<file path="config.mk">
export PLATFORM = sky130hd
export DESIGN_NAME = uparc_lsu_arbiter
export DESIGN_NICKNAME = d
export VERILOG_FILES = /design/src/rtl/uparc_lsu_arbiter.sv
export SDC_FILE = /design/constraint.sdc
export NUM_CORES = 1
export LEC_CHECK = 0
export CAP_MARGIN = 20
export CORE_MARGIN = 2
export CORE_UTILIZATION = 49
export CTS_CLUSTER_SIZE = 12
export DETAILED_ROUTE_END_ITERATION = 12
export GPL_ROUTABILITY_DRIVEN = 1
export PLACE_DENSITY = 0.83
export SLEW_MARGIN = 20
export SYNTH_ARGS = -nofsm -noshare
export SYNTH_HDL_FRONTEND = slang
export SYNTH_SLANG_ARGS = --single-unit
</file>
<file path="constraint.sdc">
create_clock -name clk -period 2.6 [get_ports clk]
set_input_delay 0.52 -clock clk [delete_from_list [all_inputs] [get_ports clk]]
set_output_delay 0.52 -clock clk [all_outputs]
set_load 0.05 [all_outputs]
</file>
<file path="src/rtl/uparc_lsu_arbiter.sv">
// -----------------------------------------------------------------------------
// uparc_lsu_arbiter
//
// Shares one load/store unit (LSU) master port between two requesters:
// instruction fetch (port I) and memory access (port D). Each requester sees
// an LSU-style slave: a one-cycle command, a combinational busy, and read
// data that holds until that port's next read completion.
//
// Each command is captured into a per-port request register. One request at
// a time is granted, replayed on the master port for one cycle, and its
// completion data and error flags are routed back to the owning port.
//
// Ports
//   clk, nrst                 clock, asynchronous active-low reset
//   i_cmd/i_rnw/i_addr/i_wdata  port I request (cmd 00 IDLE, 01 BYTE,
//                             10 HWORD, 11 WORD; rnw 1 = read)
//   i_rdata, i_busy           port I read data (held), busy/stall
//   i_err_align, i_err_bus    port I one-cycle error pulses
//   d_*                       same set of signals for port D
//   m_cmd/m_rnw/m_addr/m_wdata  master request (registered)
//   m_rdata, m_busy           master read data and busy
//   m_err_align, m_err_bus    master error flags
//
// Configuration
//   UPARC_LSU_ARB_RR_EN  defined: a tie goes to the port not granted last.
//                        undefined: fixed priority, port D wins every tie.
// -----------------------------------------------------------------------------
module uparc_lsu_arbiter #(
    parameter int ADDR_WIDTH = 32,
    parameter int DATA_WIDTH = 32
) (
    input  logic                  clk,
    input  logic                  nrst,
    input  logic [1:0]            i_cmd,
    input  logic                  i_rnw,
    input  logic [ADDR_WIDTH-1:0] i_addr,
    input  logic [DATA_WIDTH-1:0] i_wdata,
    output logic [DATA_WIDTH-1:0] i_rdata,
    output logic                  i_busy,
    output logic                  i_err_align,
    output logic                  i_err_bus,
    input  logic [1:0]            d_cmd,
    input  logic                  d_rnw,
    input  logic [ADDR_WIDTH-1:0] d_addr,
    input  logic [DATA_WIDTH-1:0] d_wdata,
    output logic [DATA_WIDTH-1:0] d_rdata,
    output logic                  d_busy,
    output logic                  d_err_align,
    output logic                  d_err_bus,
    output logic [1:0]            m_cmd,
    output logic                  m_rnw,
    output logic [ADDR_WIDTH-1:0] m_addr,
    output logic [DATA_WIDTH-1:0] m_wdata,
    input  logic [DATA_WIDTH-1:0] m_rdata,
    input  logic                  m_busy,
    input  logic                  m_err_align,
    input  logic                  m_err_bus
);

    localparam logic [1:0] CMD_IDLE = 2'b00;
    localparam logic       OWN_I    = 1'b0;
    localparam logic       OWN_D    = 1'b1;

    typedef enum logic [1:0] {
        ST_IDLE  = 2'd0,
        ST_ISSUE = 2'd1,
        ST_WAIT  = 2'd2
    } state_t;

    state_t                state_q, state_d;
    logic                  owner_q, owner_d;
    logic                  pend_i_q, pend_i_d, pend_d_q, pend_d_d;
    logic [1:0]            ireq_cmd_q, ireq_cmd_d, dreq_cmd_q, dreq_cmd_d;
    logic                  ireq_rnw_q, ireq_rnw_d, dreq_rnw_q, dreq_rnw_d;
    logic [ADDR_WIDTH-1:0] ireq_addr_q, ireq_addr_d, dreq_addr_q, dreq_addr_d;
    logic [DATA_WIDTH-1:0] ireq_wdata_q, ireq_wdata_d, dreq_wdata_q, dreq_wdata_d;
    logic [1:0]            m_cmd_q, m_cmd_d;
    logic                  m_rnw_q, m_rnw_d;
    logic [ADDR_WIDTH-1:0] m_addr_q, m_addr_d;
    logic [DATA_WIDTH-1:0] m_wdata_q, m_wdata_d;
    logic [DATA_WIDTH-1:0] i_rdata_q, i_rdata_d, d_rdata_q, d_rdata_d;
    logic                  i_err_align_q, i_err_align_d, i_err_bus_q, i_err_bus_d;
    logic                  d_err_align_q, d_err_align_d, d_err_bus_q, d_err_bus_d;
    logic                  acc_align_q, acc_align_d, acc_bus_q, acc_bus_d;

    logic                  i_cmd_v, d_cmd_v, cand_i, cand_d;
    logic                  grant_en, tie_winner, winner;
    logic [1:0]            sel_i_cmd, sel_d_cmd;
    logic                  sel_i_rnw, sel_d_rnw;
    logic [ADDR_WIDTH-1:0] sel_i_addr, sel_d_addr;
    logic [DATA_WIDTH-1:0] sel_i_wdata, sel_d_wdata;

    assign i_cmd_v = (i_cmd != CMD_IDLE);
    assign d_cmd_v = (d_cmd != CMD_IDLE);
    assign cand_i  = pend_i_q | i_cmd_v;
    assign cand_d  = pend_d_q | d_cmd_v;
    assign i_busy  = cand_i;
    assign d_busy  = cand_d;

    // A pending port replays its latched request; otherwise the command is
    // arriving this very cycle and is taken straight from the inputs.
    assign sel_i_cmd   = pend_i_q ? ireq_cmd_q   : i_cmd;
    assign sel_i_rnw   = pend_i_q ? ireq_rnw_q   : i_rnw;
    assign sel_i_addr  = pend_i_q ? ireq_addr_q  : i_addr;
    assign sel_i_wdata = pend_i_q ? ireq_wdata_q : i_wdata;
    assign sel_d_cmd   = pend_d_q ? dreq_cmd_q   : d_cmd;
    assign sel_d_rnw   = pend_d_q ? dreq_rnw_q   : d_rnw;
    assign sel_d_addr  = pend_d_q ? dreq_addr_q  : d_addr;
    assign sel_d_wdata = pend_d_q ? dreq_wdata_q : d_wdata;

    assign grant_en = (state_q == ST_IDLE) && (cand_i || cand_d);
    assign winner   = (cand_i && cand_d) ? tie_winner : (cand_d ? OWN_D : OWN_I);

`ifdef UPARC_LSU_ARB_RR_EN
    logic last_q, last_d;

    assign tie_winner = (last_q == OWN_D) ? OWN_I : OWN_D;
    assign last_d     = grant_en ? winner : last_q;

    // Round-robin pointer: remembers the port granted most recently.
    always_ff @(posedge clk or negedge nrst) begin
        if (!nrst) begin
            last_q <= OWN_I;
        end else begin
            last_q <= last_d;
        end
    end
`else
    assign tie_winner = OWN_D;
`endif

    // Next-state logic: request capture, arbitration FSM, master replay,
    // completion routing and error accumulation.
    always_comb begin
        state_d       = state_q;
        owner_d       = owner_q;
        pend_i_d      = pend_i_q;
        pend_d_d      = pend_d_q;
        ireq_cmd_d    = ireq_cmd_q;
        ireq_rnw_d    = ireq_rnw_q;
        ireq_addr_d   = ireq_addr_q;
        ireq_wdata_d  = ireq_wdata_q;
        dreq_cmd_d    = dreq_cmd_q;
        dreq_rnw_d    = dreq_rnw_q;
        dreq_addr_d   = dreq_addr_q;
        dreq_wdata_d  = dreq_wdata_q;
        m_cmd_d       = CMD_IDLE;
        m_rnw_d       = m_rnw_q;
        m_addr_d      = m_addr_q;
        m_wdata_d     = m_wdata_q;
        i_rdata_d     = i_rdata_q;
        d_rdata_d     = d_rdata_q;
        i_err_align_d = 1'b0;
        i_err_bus_d   = 1'b0;
        d_err_align_d = 1'b0;
        d_err_bus_d   = 1'b0;
        acc_align_d   = acc_align_q;
        acc_bus_d     = acc_bus_q;

        // A command on an already-pending port is a protocol violation and
        // is dropped so the pending request is not corrupted.
        if (i_cmd_v && !pend_i_q) begin
            pend_i_d     = 1'b1;
            ireq_cmd_d   = i_cmd;
            ireq_rnw_d   = i_rnw;
            ireq_addr_d  = i_addr;
            ireq_wdata_d = i_wdata;
        end else begin
            pend_i_d     = pend_i_q;
        end

        if (d_cmd_v && !pend_d_q) begin
            pend_d_d     = 1'b1;
            dreq_cmd_d   = d_cmd;
            dreq_rnw_d   = d_rnw;
            dreq_addr_d  = d_addr;
            dreq_wdata_d = d_wdata;
        end else begin
            pend_d_d     = pend_d_q;
        end

        case (state_q)
            ST_IDLE: begin
                if (grant_en) begin
                    owner_d = winner;
                    state_d = ST_ISSUE;
                    if (winner == OWN_D) begin
                        m_cmd_d   = sel_d_cmd;
                        m_rnw_d   = sel_d_rnw;
                        m_addr_d  = sel_d_addr;
                        m_wdata_d = sel_d_wdata;
                    end else begin
                        m_cmd_d   = sel_i_cmd;
                        m_rnw_d   = sel_i_rnw;
                        m_addr_d  = sel_i_addr;
                        m_wdata_d = sel_i_wdata;
                    end
                end else begin
                    state_d = ST_IDLE;
                end
            end
            ST_ISSUE: begin
                acc_align_d = acc_align_q | m_err_align;
                acc_bus_d   = acc_bus_q | m_err_bus;
                state_d     = ST_WAIT;
            end
            ST_WAIT: begin
                if (!m_busy) begin
                    // Completion: errors seen this cycle are folded in here,
                    // the pulse itself appears one cycle later.
                    state_d     = ST_IDLE;
                    acc_align_d = 1'b0;
                    acc_bus_d   = 1'b0;
                    if (owner_q == OWN_D) begin
                        pend_d_d      = 1'b0;
                        d_err_align_d = acc_align_q | m_err_align;
                        d_err_bus_d   = acc_bus_q | m_err_bus;
                        if (m_rnw_q) begin
                            d_rdata_d = m_rdata;
                        end else begin
                            d_rdata_d = d_rdata_q;
                        end
                    end else begin
                        pend_i_d      = 1'b0;
                        i_err_align_d = acc_align_q | m_err_align;
                        i_err_bus_d   = acc_bus_q | m_err_bus;
                        if (m_rnw_q) begin
                            i_rdata_d = m_rdata;
                        end else begin
                            i_rdata_d = i_rdata_q;
                        end
                    end
                end else begin
                    acc_align_d = acc_align_q | m_err_align;
                    acc_bus_d   = acc_bus_q | m_err_bus;
                end
            end
            default: begin
                state_d = ST_IDLE;
            end
        endcase
    end

    // State and output registers.
    always_ff @(posedge clk or negedge nrst) begin
        if (!nrst) begin
            state_q       <= ST_IDLE;
            owner_q       <= OWN_D;
            pend_i_q      <= 1'b0;
            pend_d_q      <= 1'b0;
            ireq_cmd_q    <= 2'b00;
            ireq_rnw_q    <= 1'b0;
            ireq_addr_q   <= '0;
            ireq_wdata_q  <= '0;
            dreq_cmd_q    <= 2'b00;
            dreq_rnw_q    <= 1'b0;
            dreq_addr_q   <= '0;
            dreq_wdata_q  <= '0;
            m_cmd_q       <= CMD_IDLE;
            m_rnw_q       <= 1'b0;
            m_addr_q      <= '0;
            m_wdata_q     <= '0;
            i_rdata_q     <= '0;
            d_rdata_q     <= '0;
            i_err_align_q <= 1'b0;
            i_err_bus_q   <= 1'b0;
            d_err_align_q <= 1'b0;
            d_err_bus_q   <= 1'b0;
            acc_align_q   <= 1'b0;
            acc_bus_q     <= 1'b0;
        end else begin
            state_q       <= state_d;
            owner_q       <= owner_d;
            pend_i_q      <= pend_i_d;
            pend_d_q      <= pend_d_d;
            ireq_cmd_q    <= ireq_cmd_d;
            ireq_rnw_q    <= ireq_rnw_d;
            ireq_addr_q   <= ireq_addr_d;
            ireq_wdata_q  <= ireq_wdata_d;
            dreq_cmd_q    <= dreq_cmd_d;
            dreq_rnw_q    <= dreq_rnw_d;
            dreq_addr_q   <= dreq_addr_d;
            dreq_wdata_q  <= dreq_wdata_d;
            m_cmd_q       <= m_cmd_d;
            m_rnw_q       <= m_rnw_d;
            m_addr_q      <= m_addr_d;
            m_wdata_q     <= m_wdata_d;
            i_rdata_q     <= i_rdata_d;
            d_rdata_q     <= d_rdata_d;
            i_err_align_q <= i_err_align_d;
            i_err_bus_q   <= i_err_bus_d;
            d_err_align_q <= d_err_align_d;
            d_err_bus_q   <= d_err_bus_d;
            acc_align_q   <= acc_align_d;
            acc_bus_q     <= acc_bus_d;
        end
    end

    assign m_cmd       = m_cmd_q;
    assign m_rnw       = m_rnw_q;
    assign m_addr      = m_addr_q;
    assign m_wdata     = m_wdata_q;
    assign i_rdata     = i_rdata_q;
    assign d_rdata     = d_rdata_q;
    assign i_err_align = i_err_align_q;
    assign i_err_bus   = i_err_bus_q;
    assign d_err_align = d_err_align_q;
    assign d_err_bus   = d_err_bus_q;

endmodule

</file>
[Yosys cells after proc, flatten, opt, wreduce, memory -nomap -nowiden]
Cells that the tools add are included.
Operators by class
  eq/ne operators: 3
  multiplexer cells: 43
  bitwise operators: 6
  reduce and logical (&&, ||, !) cells: 14
Operators by type and width (count)
  $mux 32: 6
  $mux 1: 28
  $mux 2: 6
  $reduce_and 4->1: 2
  $pmux 2 s3: 1
  $reduce_bool 2->1: 3
  $logic_and 1x1->1: 4
  $or 1x1->1: 4
  $pmux 1 s2: 2
  $eq 2x1->1 const B: 1
  $eq 2x2->1 const B: 1
  $logic_not 1->1: 2
  $logic_not 2->1: 1
  $ne 2x2->1 const B: 1
  $not 1->1: 2
  $reduce_and 2->1: 1
  $logic_or 1x1->1: 1
Storage, ports and cells
  flip-flop bits (word level): 276
  bits of input ports: 171
  output and inout port bits: 137
  logic and storage cells: 90

[Depth between registers and ports, before layout]
  word-level depth: 7
  mapped depth: 7
  depth with buffers taken out: 5

[Worst setup path after synthesis]
No wires, ideal clock.
  kind: reg-to-reg
  start point: reg state_q[0]
  end point: reg i_rdata_q[10] (netlist: i_rdata[10])
  library setup time: 125 ps
  arrival time: 1806 ps
  required time: 2475 ps
  slack: 669 ps
  stages on the path, launching flop included: 7
  buffers on the path: 1
  clock period less this slack: 1931 ps
  cell sequence: dfrtp_1 -> inv_1 -> ha_1 -> nor2b_1 -> nor3b_2 -> buf_2 -> mux2_2
Between the ends
  word-level cells in the longest chain between the ends: 2
Ends and longest elaborated chain
  from (decl): RTL line 70  | state_t state_q, state_d;
  from (signal assigned): RTL line 272  | state_q <= state_d;
  $eq 2x2->1: RTL line 182  | case (state_q)
  $reduce_and 4->1 (no source line)
  to (signal assigned): RTL line 288  | i_rdata_q <= i_rdata_d;
  to (decl): RTL line 81  | logic [DATA_WIDTH-1:0] i_rdata_q, i_rdata_d, d_rdata_q, d_rdata_d;
No other way between the ends.
A chain may end at the register's enable or synchronous reset.

[Worst setup path in the final report]
  start point: reg pend_d_q
  end point: out d_busy
Between the ends
  word-level cells in the longest chain between the ends: 1
Ends and longest elaborated chain
  from (decl): RTL line 72  | logic pend_i_q, pend_i_d, pend_d_q, pend_d_d;
  from (signal assigned): RTL line 275  | pend_d_q <= pend_d_d;
  $or 1x1->1: RTL line 96  | assign cand_d = pend_d_q | d_cmd_v;
  to (decl): RTL line 47  | output logic d_busy,
No other way between the ends.

==> flow_metrics.env <==
export IMPL_outcome="finished clean"
export IMPL_drv_cap=0
export IMPL_synth_edf_count=0
export IMPL_synth_fp_nets=1033
export IMPL_slew_headroom=0.4690
export IMPL_clk_latency_ps=550
export IMPL_synth_ff_type="dfrtp_1"
export IMPL_min_period_ps=2321
export IMPL_synth_async_reset_ratio=1.000
export IMPL_cp_start_kind="flop"
export IMPL_cts_root_buf="clkbuf_16"
export IMPL_design_area_um2=16190
export IMPL_pwr_density_cell_nw_per_um2=1367
export IMPL_nFillCells=1684
export IMPL_crit_path_max_fanout=13
export IMPL_final_max_slew_viol_count=0
export IMPL_ys_seq_area_frac=0.5945
export IMPL_fmax_mhz=430.8
export IMPL_yosys_warnings=0
export IMPL_power_w=0.02213
export IMPL_dp_hpwl_um=19960
export IMPL_drcViolationCount=0
export IMPL_dpl_cell_area_um2=15170
export IMPL_path_delay_family="flip-flops"
export IMPL_crit_buf_inv=2
export IMPL_finalWirelength_um=30570
export IMPL_path_clk_slew_ps=60
export IMPL_grt_max_degree=73
export IMPL_via_count=8613
export IMPL_ant_nets=0
export IMPL_tritoncts="yes"
export IMPL_cts_num_sinks=276
export IMPL_syn2layout_area_growth_pct=39.35
export IMPL_rsz0062_at_grt="false"
export IMPL_firstDrtPassIters=5
export IMPL_core_area_um2=23400
export IMPL_viasPerCell=5.769
export IMPL_finalNetCount=1326
export IMPL_io_pins=308
export IMPL_ir_drop_mv=0.7202
export IMPL_die_w_um=158.0
export IMPL_finalSetupTns_ps=0
export IMPL_multi_input_area_um2=4167
export IMPL_rows=56
export IMPL_fp_dieH_um=158.0
export IMPL_worst_path_max_delay_cell="dfrtp_2"
export IMPL_syn_inst=859
export IMPL_grt_pass1_wl_um=47710
export IMPL_dieArea_um2=24960
export IMPL_netlist_area_um2=11620
export IMPL_grt_pass1_vias=8977
export IMPL_place_gp_congestion=0.7747
export IMPL_min_path_type="flop to flop"
export IMPL_setup_viol=0
export IMPL_final_util=0.6919
export IMPL_antenna_found_initial=2
export IMPL_period_share=0.8928
export IMPL_drt_iter0_markers=428
export IMPL_cts_resized=0
export IMPL_track_usage=0.2415
export IMPL_hold_viol=0
export IMPL_synth_area_per_cell_um2=13.53
export IMPL_fin_skew_ps=10.52
export IMPL_p_leak_nw=6.801
export IMPL_cp_end_kind="output pin"
export IMPL_clock_path_buffers=3
export IMPL_cts_htree_levels=1
export IMPL_worstMarginPinSlew_ps=796.4
export IMPL_slowest_delay_ps=500
export IMPL_start_util=0.4965
export IMPL_drive_gt1_frac=0.2370
export IMPL_required_ps=2080
export IMPL_grt_overflow=0
export IMPL_ys_ff_latch=276
export IMPL_post_cts_setup_buffer_count=0
export IMPL_arrival_ps=1800
export IMPL_io_buffers=307
export IMPL_worstPathCellList="nor3_2, inv_1, buf_12"
export IMPL_cts_buffers=30
export IMPL_whs_ps=492.9
export IMPL_synth_distinct_cells=31
export IMPL_critPathKind="flop to output pin"
export IMPL_drt_wirelength_per_cell_um=20.48
export IMPL_seqCellArea_um2=6909
[report_power, final]
group	switching, W	internal [W]
combinational	0.00614	0.00417
sequential	0.00118	0.00643
clock	0.00164	0.00257
total	0.00896	0.0132
[worst reg2reg max path, stage by stage, from the launching register on]
cell	delay, ps
dfrtp_2	500
or4_4	580
o31ai_4	320
buf_12	260
a32oi_1	120
[per-layer routing]
layer / up-vias / share of wire / GRT usage
li1: 3834 / - / -
met1: 4389 / 0.40 / 0.3093
met2: 328 / 0.50 / 0.4143
met3: 60 / 0.066 / 0.04873
met4: 2 / 0.029 / 0.07636
met5: - / 0.00043 / 0
[logic make-up (layout without fill, tap and decap cells)]
group,after synthesis,after routing,synth area share
flops,276,276,0.5945
compound gates,209,209,0.1488
mux,195,195,0.1889
buf+inv,140,454,0.04964
simple gates,36,36,0.01497
fa+ha+maj,3,3,0.003231
other cells,0,1,0
[what timing repair did]
action,CTS,global route
hold buffers,1,0
setup endpoints to repair,0,0
hold endpoints to repair,64,0
[registers in the layout, indices dropped and copies added (netlist names), 2 cells and up]
signal and cells:
d_rdata 32, dreq_addr_q 32, dreq_wdata_q 32, i_rdata 32, ireq_addr_q 32, ireq_wdata_q 32, m_addr 32, m_wdata 32
dreq_cmd_q 2, ireq_cmd_q 2, m_cmd 2, state_q 2
[layout by cell type, fill, tap and decap left out, types with 2 or more instances in the layout]
| cell type | count |
|---|---|
| a32oi_1 | 65 |
| clkbuf_16 | 31 |
| clkbuf_1 | 6 |
| clkbuf_8 | 11 |
| nand2b_1 | 5 |
| o21a_1 | 2 |
| clkinv_2 | 2 |
| a21oi_1 | 7 |
| inv_1 | 68 |
| buf_12 | 15 |
| clkinvlp_4 | 2 |
| dfrtp_1 | 274 |
| mux2_2 | 194 |
| nor2_1 | 6 |
| a22oi_1 | 65 |
| ha_1 | 2 |
| buf_4 | 11 |
| nand2_1 | 18 |
| o221ai_1 | 65 |
| clkdlybuf4s50_1 | 304 |
[Yosys cell counts (5+ instances only)]
cell type  count  share of area
nor2_1         6         0.0019
nand2b_1       5         0.0027
dfrtp_1      275           0.59
clkbuf_1      40          0.013
a22oi_1       65          0.042
nand2_1       18         0.0058
buf_2         23         0.0099
inv_1         69          0.022
a21oi_1        7         0.0030
o221ai_1      65          0.049
mux2_2       194           0.19
a32oi_1       65          0.049
[per-stage QoR]
stage                     setup WS (ps)  instances
after floorplan                   669.1        859
after global routing              171.2       1493
after CTS                         244.7       1492
final                             278.7       1493
after global placement            251.9       1438
after detailed placement          189.9       1438
[worst paths after layout]
path | start | endpoint | slack (ps) | cells past startpoint
max | pend_d_q | d_busy | 280 | 3
min | dreq_cmd_q[1] | dreq_cmd_q[1] | 490 | 2
max reg2reg | pend_d_q | m_wdata[5] | 660 | 4
min reg2reg | dreq_cmd_q[1] | dreq_cmd_q[1] | 490 | 2
max in group asynchronous | nrst | owner_q | 1300 | 3
min in group asynchronous | nrst | d_rdata[27] | 550 | 2
[area by class of cell]
| class | instances | share of cell area |
|---|---|---|
| Sequential cell | 276 | 0.4267 |
| Clock inverter | 5 | 0.003400 |
| Inverter | 69 | 0.01600 |
| Timing Repair Buffer | 332 | 0.2131 |
| Tap cell | 319 | 0.02465 |
| Multi-Input combinational cell | 443 | 0.2573 |
| Antenna cell | 1 | 0.0001545 |
| Clock buffer | 48 | 0.05865 |
(Power assumes the default switching activity.)
